[config.mk]
export PLATFORM = sky130hd
export DESIGN_NAME = mmio_bus_fabric
export DESIGN_NICKNAME = d
export VERILOG_FILES = /design/src/rtl/mmio_bus_pkg.sv /design/src/rtl/mmio_addr_decode.sv /design/src/rtl/mmio_bus_fabric.sv
export SDC_FILE = /design/constraint.sdc
export NUM_CORES = 1
export LEC_CHECK = 0
export ABC_AREA = 1
export CAP_MARGIN = 15
export CORE_UTILIZATION = 29
export CTS_BUF_LIST = sky130_fd_sc_hd__clkbuf_2
export CTS_CLUSTER_SIZE = 24
export DETAILED_ROUTE_END_ITERATION = 6
export PLACE_DENSITY_LB_ADDON = 0.05
export SLEW_MARGIN = 20
export SYNTH_ARGS = -nofsm -noshare
export SYNTH_HDL_FRONTEND = slang
export SYNTH_SLANG_ARGS = --single-unit
[constraint.sdc]
create_clock -name clk -period 5 [get_ports clk]
set_clock_uncertainty 0.05 [all_clocks]
set_input_delay 0.5 -clock clk [delete_from_list [all_inputs] [get_ports clk]]
set_output_delay 0.5 -clock clk [all_outputs]
set_load 0.03 [all_outputs]
[src/rtl/mmio_bus_pkg.sv]
// Shared types, default window map and the window-match helper for the MMIO bus fabric.
package mmio_bus_pkg;

  typedef enum logic [1:0] {
    IDLE,
    BUSY,
    RESP
  } state_t;

  // Widest address the match helper handles; callers zero-extend into it.
  localparam int unsigned ADDR_MAX = 64;

  // Default window map of the original testbench (RAM, tty_tx, tty_rx).
  localparam logic [31:0] RAM_BASE    = 32'h0000_1000;
  localparam logic [31:0] RAM_MASK    = 32'h0000_F000;
  localparam logic [31:0] STDOUT_BASE = 32'h0000_3000;
  localparam logic [31:0] STDOUT_MASK = 32'h0000_FFFC;
  localparam logic [31:0] STDIN_BASE  = 32'h0000_3004;
  localparam logic [31:0] STDIN_MASK  = 32'h0000_FFFC;

  function automatic logic win_hit(input logic [ADDR_MAX-1:0] addr,
                                   input logic [ADDR_MAX-1:0] base,
                                   input logic [ADDR_MAX-1:0] mask);
    return (addr & mask) == base;
  endfunction

endpackage

[src/rtl/mmio_addr_decode.sv]
// Combinational window decoder: lowest-index matching window wins.
module mmio_addr_decode
  import mmio_bus_pkg::*;
#(
  parameter int unsigned      NS   = 4,
  parameter int unsigned      AW   = 32,
  parameter logic [NS*AW-1:0] BASE = '0,
  parameter logic [NS*AW-1:0] MASK = '0,
  parameter int unsigned      SW   = (NS > 1) ? $clog2(NS) : 1
) (
  input  logic [AW-1:0] addr,
  output logic [SW-1:0] sel,
  output logic          hit
);

  // Priority scan; the !hit guard keeps the first (lowest) match.
  always_comb begin
    sel = '0;
    hit = 1'b0;
    for (int unsigned i = 0; i < NS; i++) begin
      if (!hit && win_hit(ADDR_MAX'(addr),
                          ADDR_MAX'(BASE[i*AW +: AW]),
                          ADDR_MAX'(MASK[i*AW +: AW]))) begin
        sel = SW'(i);
        hit = 1'b1;
      end
    end
  end

endmodule

[src/rtl/mmio_bus_fabric.sv]
// Registered single-master to NS-slave MMIO fabric with unmapped-address error response.
// Optional hung-slave timeout enabled by defining FABRIC_TIMEOUT_EN.
module mmio_bus_fabric
  import mmio_bus_pkg::*;
#(
  parameter int unsigned      NS   = 4,
  parameter int unsigned      AW   = 32,
  parameter int unsigned      DW   = 32,
  parameter logic [NS*AW-1:0] BASE = '0,
  parameter logic [NS*AW-1:0] MASK = '0,
  parameter int unsigned      TMO  = 255
) (
  input  logic             clk,
  input  logic             rst,
  input  logic [AW-1:0]    addr,
  input  logic [2:0]       size,
  input  logic             valid,
  input  logic             write,
  input  logic [DW-1:0]    wdata,
  output logic [DW-1:0]    rdata,
  output logic             ready,
  output logic             err,
  output logic [NS-1:0]    s_valid,
  output logic [AW-1:0]    s_addr,
  output logic [2:0]       s_size,
  output logic             s_write,
  output logic [DW-1:0]    s_wdata,
  input  logic [NS*DW-1:0] s_rdata,
  input  logic [NS-1:0]    s_ready
);

  localparam int unsigned SW = (NS > 1) ? $clog2(NS) : 1;

  if (TMO < 1 || TMO > 65535) begin : g_tmo_range
    $error("mmio_bus_fabric: TMO must be in 1..65535");
  end

  state_t          state, state_nxt;
  logic [SW-1:0]   dec_sel, sel_q;
  logic            dec_hit;
  logic            take_req;
  logic            slave_done;
  logic            busy_exit;
  logic [AW-1:0]   sel_base;

  mmio_addr_decode #(
    .NS   (NS),
    .AW   (AW),
    .BASE (BASE),
    .MASK (MASK),
    .SW   (SW)
  ) u_decode (
    .addr (addr),
    .sel  (dec_sel),
    .hit  (dec_hit)
  );

  assign sel_base = BASE[dec_sel*AW +: AW];

`ifdef FABRIC_TIMEOUT_EN
  logic [15:0] tmo_cnt;

  // BUSY-cycle counter, restarted on every slave request.
  always_ff @(posedge clk or posedge rst) begin
    if (rst) begin
      tmo_cnt <= '0;
    end else if (take_req && dec_hit) begin
      tmo_cnt <= '0;
    end else if (state == BUSY) begin
      tmo_cnt <= tmo_cnt + 16'd1;
    end
  end
`endif

  // State register.
  always_ff @(posedge clk or posedge rst) begin
    if (rst) begin
      state <= IDLE;
    end else begin
      state <= state_nxt;
    end
  end

  // Next-state logic; slave completion is checked before the timeout so it wins a tie.
  always_comb begin
    state_nxt  = state;
    take_req   = 1'b0;
    slave_done = 1'b0;
    unique case (state)
      IDLE: begin
        if (valid) begin
          take_req  = 1'b1;
          state_nxt = dec_hit ? BUSY : RESP;
        end
      end
      BUSY: begin
        if (s_ready[sel_q]) begin
          slave_done = 1'b1;
          state_nxt  = RESP;
        end
`ifdef FABRIC_TIMEOUT_EN
        // Leaving on the count that would reach TMO gives exactly TMO BUSY cycles.
        else if (tmo_cnt == 16'(TMO - 1)) begin
          state_nxt = RESP;
        end
`endif
      end
      RESP:    state_nxt = IDLE;
      default: state_nxt = IDLE;
    endcase
  end

  assign busy_exit = (state == BUSY) && (state_nxt == RESP);

  // Request capture, slave strobe and registered master response.
  always_ff @(posedge clk or posedge rst) begin
    if (rst) begin
      rdata   <= '0;
      ready   <= 1'b0;
      err     <= 1'b0;
      s_valid <= '0;
      s_addr  <= '0;
      s_size  <= '0;
      s_write <= 1'b0;
      s_wdata <= '0;
      sel_q   <= '0;
    end else begin
      ready <= 1'b0;
      err   <= 1'b0;
      if (take_req) begin
        s_addr  <= addr - sel_base;
        s_size  <= size;
        s_write <= write;
        s_wdata <= wdata;
        sel_q   <= dec_sel;
        if (dec_hit) begin
          s_valid <= NS'(1) << dec_sel;
        end else begin
          ready <= 1'b1;
          err   <= 1'b1;
          rdata <= '0;
        end
      end
      if (busy_exit) begin
        s_valid <= '0;
        ready   <= 1'b1;
        err     <= !slave_done;
        rdata   <= (slave_done && !s_write) ? s_rdata[sel_q*DW +: DW] : '0;
      end
    end
  end

endmodule
Word-level counts from Yosys, hierarchy flattened

Cells that the tools add are included.

Register bits: 108
Output and inout bits: 106

Equal/unequal tests: 2
Muxes and demuxes: 12
Reductions and logical operators: 6

Operators with widths:

| operator                                                        | count |
|---|---|
| 32-bit two-way mux                                              | 1 |
| 4-bit two-way mux                                               | 2 |
| 1-bit two-way mux                                               | 6 |
| 2-bit two-way mux                                               | 2 |
| 2-bit case mux with 2 select lines                              | 1 |
| 2-bit by 1-bit == test with 1-bit output, second input constant | 1 |
| 2-bit == test, second input constant                            | 1 |
| 1-bit logical AND                                               | 2 |
| 1-bit zero test                                                 | 2 |
| 2-bit zero test                                                 | 1 |
| 2-bit nonzero test                                              | 1 |

Longest topological paths before layout

Gate-level depths: netlist (run 1).

Depth in word-level cells: 5
Mapped depth: 6
Depth with buffers taken out: 5

By module

Synthesis (run 1) repeated with hierarchy kept, for this count alone.

Cells, all modules: 764
Area total of the unflattened synthesis: 5,659.2 sq um

By module, submodules not included:

| module           | instances | cells each | area an instance (sq um) | sequential area each (sq um) |
|---|---|---|---|---|
| mmio_bus_fabric  | 1         | 759        | 5,629.1                  | 2,752.6 |
| mmio_addr_decode | 1         | 5          | 30.0                     | 0.0 |

Least setup slack after synthesis (run 1)

No wires, ideal clock.

Kind: input to register
From: input s_ready[0]
To: register rdata[10]
Data arrival time: 1,083 ps
Path slack: 3,748 ps
Stages on the path: 5
Buffers on the path: 2
Cells stage by stage: clkbuf_1 -> nand2_2 -> buf_2 -> nand2_1 -> nand2_1

Cells in the longest elaborated chain, start to end: 4
Elaborated cells on any way between the ends: 8
Those cells by class: eq/ne: 1; mux: 5; reduce/logical: 2

Ends and longest elaborated chain:

| what                                                                    | RTL line                                       | RTL |
|---|---|---|
| start: declaration                                                      | mmio_bus_fabric.sv:29                          | `input logic [NS-1:0] s_ready` |
| 2-bit two-way mux or 1-bit two-way mux (tied branches)                  | mmio_bus_fabric.sv:97                          | `if (s_ready[sel_q]) begin` |
| 2-bit case mux with 2 select lines or 1-bit two-way mux (tied branches) | mmio_bus_fabric.sv:89                          | `unique case (state)` |
| 2-bit == test or 1-bit logical AND (tied branches)                      | mmio_bus_fabric.sv:113, mmio_bus_fabric.sv:148 |  |
| 1-bit logical AND or 32-bit two-way mux (tied branches)                 | mmio_bus_fabric.sv:113, mmio_bus_fabric.sv:148 |  |
| end signal: assignment                                                  | mmio_bus_fabric.sv:148                         | `rdata <= (slave_done && !s_write) ? s_rdata[sel_q*DW +: DW] : '0;` |
| end: declaration                                                        | mmio_bus_fabric.sv:20                          | `output logic [DW-1:0] rdata,` |

Several ways; a longest one is shown, not always the timed one.
A chain may end at the register's enable or synchronous reset.

Final worst setup path (run 1)

From: register s_write
To: output s_write

RTL lines:

| what                     | RTL line               | RTL |
|---|---|---|
| start: declaration       | mmio_bus_fabric.sv:26  | `output logic s_write,` |
| start signal: assignment | mmio_bus_fabric.sv:133 | `s_write <= write;` |

No word-level cell between the ends.

==> results of run 1 <==
-- state kept, by name, indices dropped and copies added (netlist names) --
| name | flops |
|---|---|
| rdata | 32 |
| s_addr | 32 |
| s_wdata | 32 |
| s_size | 3 |
| state | 2 |
| err | 1 |
| ready | 1 |
| s_valid | 1 |
| s_write | 1 |
-- worst reg2reg max path: stages (launching register included) --
cell and delay [ns]:
dfrtp_1 0.48, nor2_4 0.64, nand2_2 0.66, nand2_1 0.23, nand2_1 0.07
-- stage by stage --
step	power, mW	setup slack (ns)
6_report	3.930	2.719
3_3_place_gp	3.600	2.213
4_1_cts	3.983	2.633
5_1_grt	4.190	2.572
2_1_floorplan	2.708	1.689
3_5_place_dp	3.627	2.176
-- per-layer routing --
layer,wire length (um),GRT usage (%),vias up,share of wire (%)
li1,-,-,1777,-
met1,5241,20.39,1627,46
met2,4933,20.96,131,43
met3,1083,5.480,10,9.5
met4,157,6.166,0,1.4
met5,0,0,-,0
-- path summary, 6_finish.rpt --
path / startpoint / to / slack [ns] / cells after the start
min in group clk: addr[31] / s_addr[31] / 0.39 / 3
setup reg to reg: state[1] / rdata[3] / 2.80 / 4
hold / removal: rst / s_wdata[10] / 0.32 / 2
hold reg to reg: s_valid[0] / s_valid[0] / 0.46 / 2
setup / recovery: s_write / s_write / 2.72 / 1
max in group asynchronous: rst / s_wdata[30] / 3.66 / 3
-- logic make-up (layout without fill, tap and decap cells) --
| logic type | after synthesis | count (layout) | share of synthesized area (%) |
|---|---|---|---|
| flip-flops | 105 | 105 | 58.97 |
| other | 1 | 4 | 0.08417 |
| AND/OR/NAND/NOR | 169 | 169 | 16.40 |
| AO/OA/AOI/OAI | 69 | 69 | 12.81 |
| buffers and inverters | 106 | 302 | 11.74 |
-- where the power goes --
| group | internal (mW) | leakage, nW | switching, mW |
|---|---|---|---|
| clock | 0.0642 | 0.0606 | 0.272 |
| sequential | 1.20 | 1.31 | 0.190 |
| combinational | 0.887 | 1.85 | 1.31 |
-- final cells by class --
type | count | area [um^2] | area share, %
clock buffer | 11 | 55.05 | 0.8260
clock inverter | 5 | 22.52 | 0.3379
inverter | 75 | 286.5 | 4.299
multi-input combinational | 242 | 1324 | 19.86
sequential | 105 | 2628 | 39.42
tap | 184 | 230.2 | 3.454
timing repair buffer | 211 | 2120 | 31.80
-- placed cells by master (no fill, tap or decap) --
master,n
buf_16,1
buf_4,4
clkbuf_2,11
clkdlybuf4s50_1,206
clkinv_1,2
clkinv_2,3
conb_1,4
dfrtp_1,105
inv_1,72
inv_2,2
inv_6,1
nand2_1,134
nand2_2,1
nand3_4,1
nand4_1,32
nor2_4,1
o21ai_0,3
o21ai_1,6
o21ai_2,60
==> impl_metrics.yaml, run 1 <==
outcome:
  status: "completed"
timing:
  finalSetupTns_ns: 0
  post-route-min-period_ns: 2.281
  worstMarginPinSlew_ns: 1.029
  finalSetupViolations: 0
  finalMaxSlewViolations: 0
  hold_viol_final: 0
  max_freq_mhz: 438.5
  post-route-period-util_pct: 45.61
  rsz0062_at_grt: "false"
  holdWs_ns: 0.3228
  relSlewSlack_pct: 31.30
clock_network:
  clkTransAtPathRegs_ns: 0.26
  clk_latency_ns: 0.56
  cts_resized: 0
  numCtsBuffers: 9
  clock_sinks: 105
  clock_tree.root_cell: "clkbuf_2"
  cts_setup_buffers: 0
  clockBufferDepth: 2
  cts_tree: "done"
  cts.hold.buffers_added: 0
  h-tree-depth: 3
flow_run:
  cap_violations: 0
critical_path:
  cp_data_arrival_time_ns: 1.73
  path_class: "reg2out"
  crit_buf_inv: 1
  crit_path_start_kind: "flop"
  slowest_delay_ns: 0.72
  worst_ep_required_time_ns: 4.45
  crit_chain: "clkdlybuf4s50_1"
  critPathMaxFanout: 3
  end_kind: "output pin"
  crit_slowest_cell: "clkdlybuf4s50_1"
  worst_path_dominant_cell_family: "buffers and inverters"
cells_and_area:
  layout-drive-gt1-share_pct: 13.10
  post-route-util_pct: 45.17
  finalNonFillerCells: 833
  areaGrowthSynthToFinish_pct: 49.59
  fin_area_um2: 6665
  fill_cells: 1405
  antenna_cells: 0
  nets: 847
synth:
  synthArstFlopShare_pct: 100.0
  yosysTopAreaCellShare_pct: 58.97
  yosys.area.top_type: "dfrtp_1"
  ys_seq_area_share_pct: 58.97
  syn_area_per_cell_um2: 9.901
  synth_seq_cells: 105
  synth_ff_type: "dfrtp_1"
  syn_area_um2: 4456
  synth_cell_types: 17
  synth.top_cells.by_count: "134 x nand2_1, 105 x dfrtp_1, 73 x inv_1"
  syn_inst: 450
  synth_edf_count: 0
  yosys_warnings: 0
  synth.most_common_cell: "nand2_1"
  yosys-top-cells-area: "dfrtp_1 59%, o21ai_2 12%, nand2_1 11%"
placement:
  dp_cells: 816
  portBuffers: 206
  placed_area_um2: 6558
  gp_congestion: 0.7196
  dpl.hpwl_um: 7580
global_route:
  grt_max_degree: 86
  grt-ovfl-total: 0
  grt_pass1_wl_um: 18570
  grt_pass1_vias: 3443
  grt_antenna_before_repair: 0
  grt.total_usage_pct: 14.86
power:
  ir_drop_mv: 0.2315
  p_leak_nw: 3.227
  power_density_nw_per_um2: 589.7
routing:
  via_per_inst: 4.256
  drc: 0
  drt_pass1_iterations: 4
  avgRoutedWirePerCell_um: 13.70
  vias: 3545
  postRouteAntennaNets: 0
  routed_wl_um: 11420
  drt_iter0_markers: 183
worst_hold_path:
  hp-class: "in2async"
floorplanning:
  num_rows: 44
  die_w_um: 126.0
  fp.coreArea_um2: 14750
  dieArea_um2: 15860
  initial_core_util_pct: 30.20
  die_h_um: 126.0
  pin_count: 309
(Power assumes the default switching activity.)
==> inputs of run 2 (changes only) <==
clock period = 2.3 ns   (was 5 ns; I/O delays follow)
==> impl_metrics.yaml, run 2 (synthesis gave the netlist of run 1 again) <==
outcome:
  status: "completed"
routing:
  routed_wl_um: 11620
  postRouteAntennaNets: 0
  via_per_inst: 4.246
  drc: 0
  drt_iter0_markers: 188
  vias: 3622
  avgRoutedWirePerCell_um: 13.62
  drt_pass1_iterations: 6
cells_and_area:
  layout-drive-gt1-share_pct: 13.02
  nets: 867
  mostFrequentLayoutCells: "206 x clkdlybuf4s50_1, 134 x nand2_1, 105 x dfrtp_1, 72 x inv_1, 60 x o21ai_2"
  fin_area_um2: 6904
  fill_cells: 1400
  mostFrequentLayoutCell: "clkdlybuf4s50_1"
  reg.largest.list: "rdata x32, s_addr x32, s_wdata x32"
  areaGrowthSynthToFinish_pct: 54.96
critical_path:
  crit_buf_inv: 1
  path_class: "reg2out"
  cp_data_arrival_time_ns: 1.73
  crit_path_start_kind: "flop"
  critPathMaxFanout: 2
  slowest_delay_ns: 0.69
  r2r_end: "s_wdata[16]"
  end_kind: "output pin"
  crit_slowest_cell: "clkdlybuf4s50_1"
  crit_chain: "clkdlybuf4s50_1"
  worst_ep_required_time_ns: 2.02
  r2r_start: "state[1]"
  r2r_slack_ns: 0.75
  worst_path_dominant_cell_family: "buffers and inverters"
  reg2reg_depth: 5
placement:
  placed_area_um2: 6619
  gp_congestion: 0.6962
  dpl.hpwl_um: 7791
  portBuffers: 206
global_route:
  grt.total_usage_pct: 15.35
  grt_pass1_wl_um: 19170
  grt-ovfl-total: 0
  grt_pass1_vias: 3654
  grt_antenna_before_repair: 2
  grt_max_degree: 85
timing:
  finalSetupViolations: 0
  finalSetupTns_ns: 0
  post-route-min-period_ns: 2.005
  max_freq_mhz: 498.7
  finalMaxSlewViolations: 0
  worstMarginPinSlew_ns: 0.6922
  rsz0062_at_grt: "false"
  relSlewSlack_pct: 53.69
  hold_viol_final: 0
  post-route-period-util_pct: 87.19
  holdWs_ns: 0.08729
floorplanning:
  die_w_um: 126.0
  dieArea_um2: 15860
  die_h_um: 126.0
  initial_core_util_pct: 30.20
  fp.coreArea_um2: 14750
  pin_count: 309
  num_rows: 44
clock_network:
  clock_tree.root_cell: "clkbuf_2"
  clock_sinks: 105
  h-tree-depth: 3
  clockBufferDepth: 2
  cts_resized: 0
  clkTransAtPathRegs_ns: 0.29
  numCtsBuffers: 9
  cts_tree: "done"
  clk_latency_ns: 0.58
flow_run:
  cap_violations: 0
worst_hold_path:
  hp-class: "in2reg"
  hold_end: "rdata[9]"
  hold_depth: 3
  worstHoldStart: "s_rdata[9]"
power:
  power_mw: 8.722
  power_density_nw_per_um2: 1263
  ir_drop_mv: 0.4759
  p_leak_nw: 3.323
==> run 2: final cells by class <==
cell class / instances / area, um^2 / area share [%]
clock inverters: 3 / 42.54 / 0.6162
well taps: 184 / 230.2 / 3.335
repair buffers: 231 / 2332 / 33.78
clock buffers: 12 / 60.06 / 0.8699
multi-input cells: 242 / 1324 / 19.17
diodes: 1 / 2.502 / 0.03625
inverters: 75 / 285.3 / 4.132
flip-flops and latches: 105 / 2628 / 38.06
==> run 2: worst max-delay path by stage <==
| stage | end | start | cells after the start | slack, ns |
|---|---|---|---|---|
| after floorplan | err | rst | 1 | 0.76 |
| after global placement | s_wdata[15] | valid | 5 | 0.52 |
| after detailed placement | s_wdata[16] | valid | 5 | 0.52 |
| after CTS | s_write | s_write | 1 | 0.19 |
| after global routing | s_wdata[28] | s_wdata[28] | 1 | 0.13 |
| final | rdata[1] | rdata[1] | 1 | 0.29 |
==> run 2: where the power goes <==
group          leakage [nW]  internal (mW)  switching (mW)  total (mW)
combinational          1.94           1.97            2.86        4.83
clock                0.0697          0.258           0.609       0.866
sequential             1.31           2.61           0.415        3.03
total                  3.32           4.84            3.88        8.72
==> run 2: routing by layer <==
layer | routed length [um] | up-vias | GRT usage, %
met5 | 11 | - | 0
met4 | 189 | 2 | 5.103
met3 | 1076 | 17 | 6.924
met2 | 5033 | 133 | 23.01
met1 | 5305 | 1652 | 19.64
li1 | - | 1818 | -
==> run 2: stage by stage <==
stage | util (%) | setup WS, ns | cells
global route | 46.79 | 0.1307 | 853
floorplan | - | 0.7605 | 453
finish | 46.79 | 0.2947 | 853
CTS | 45.62 | 0.1928 | 835
detailed placement | 44.86 | 0.5159 | 819
global placement | 44.86 | 0.5214 | 819
==> run 2: what timing repair did <==
action	in CTS	in global routing
hold endpoints to repair	21	17
hold buffers	1	17
setup buffers	0	0
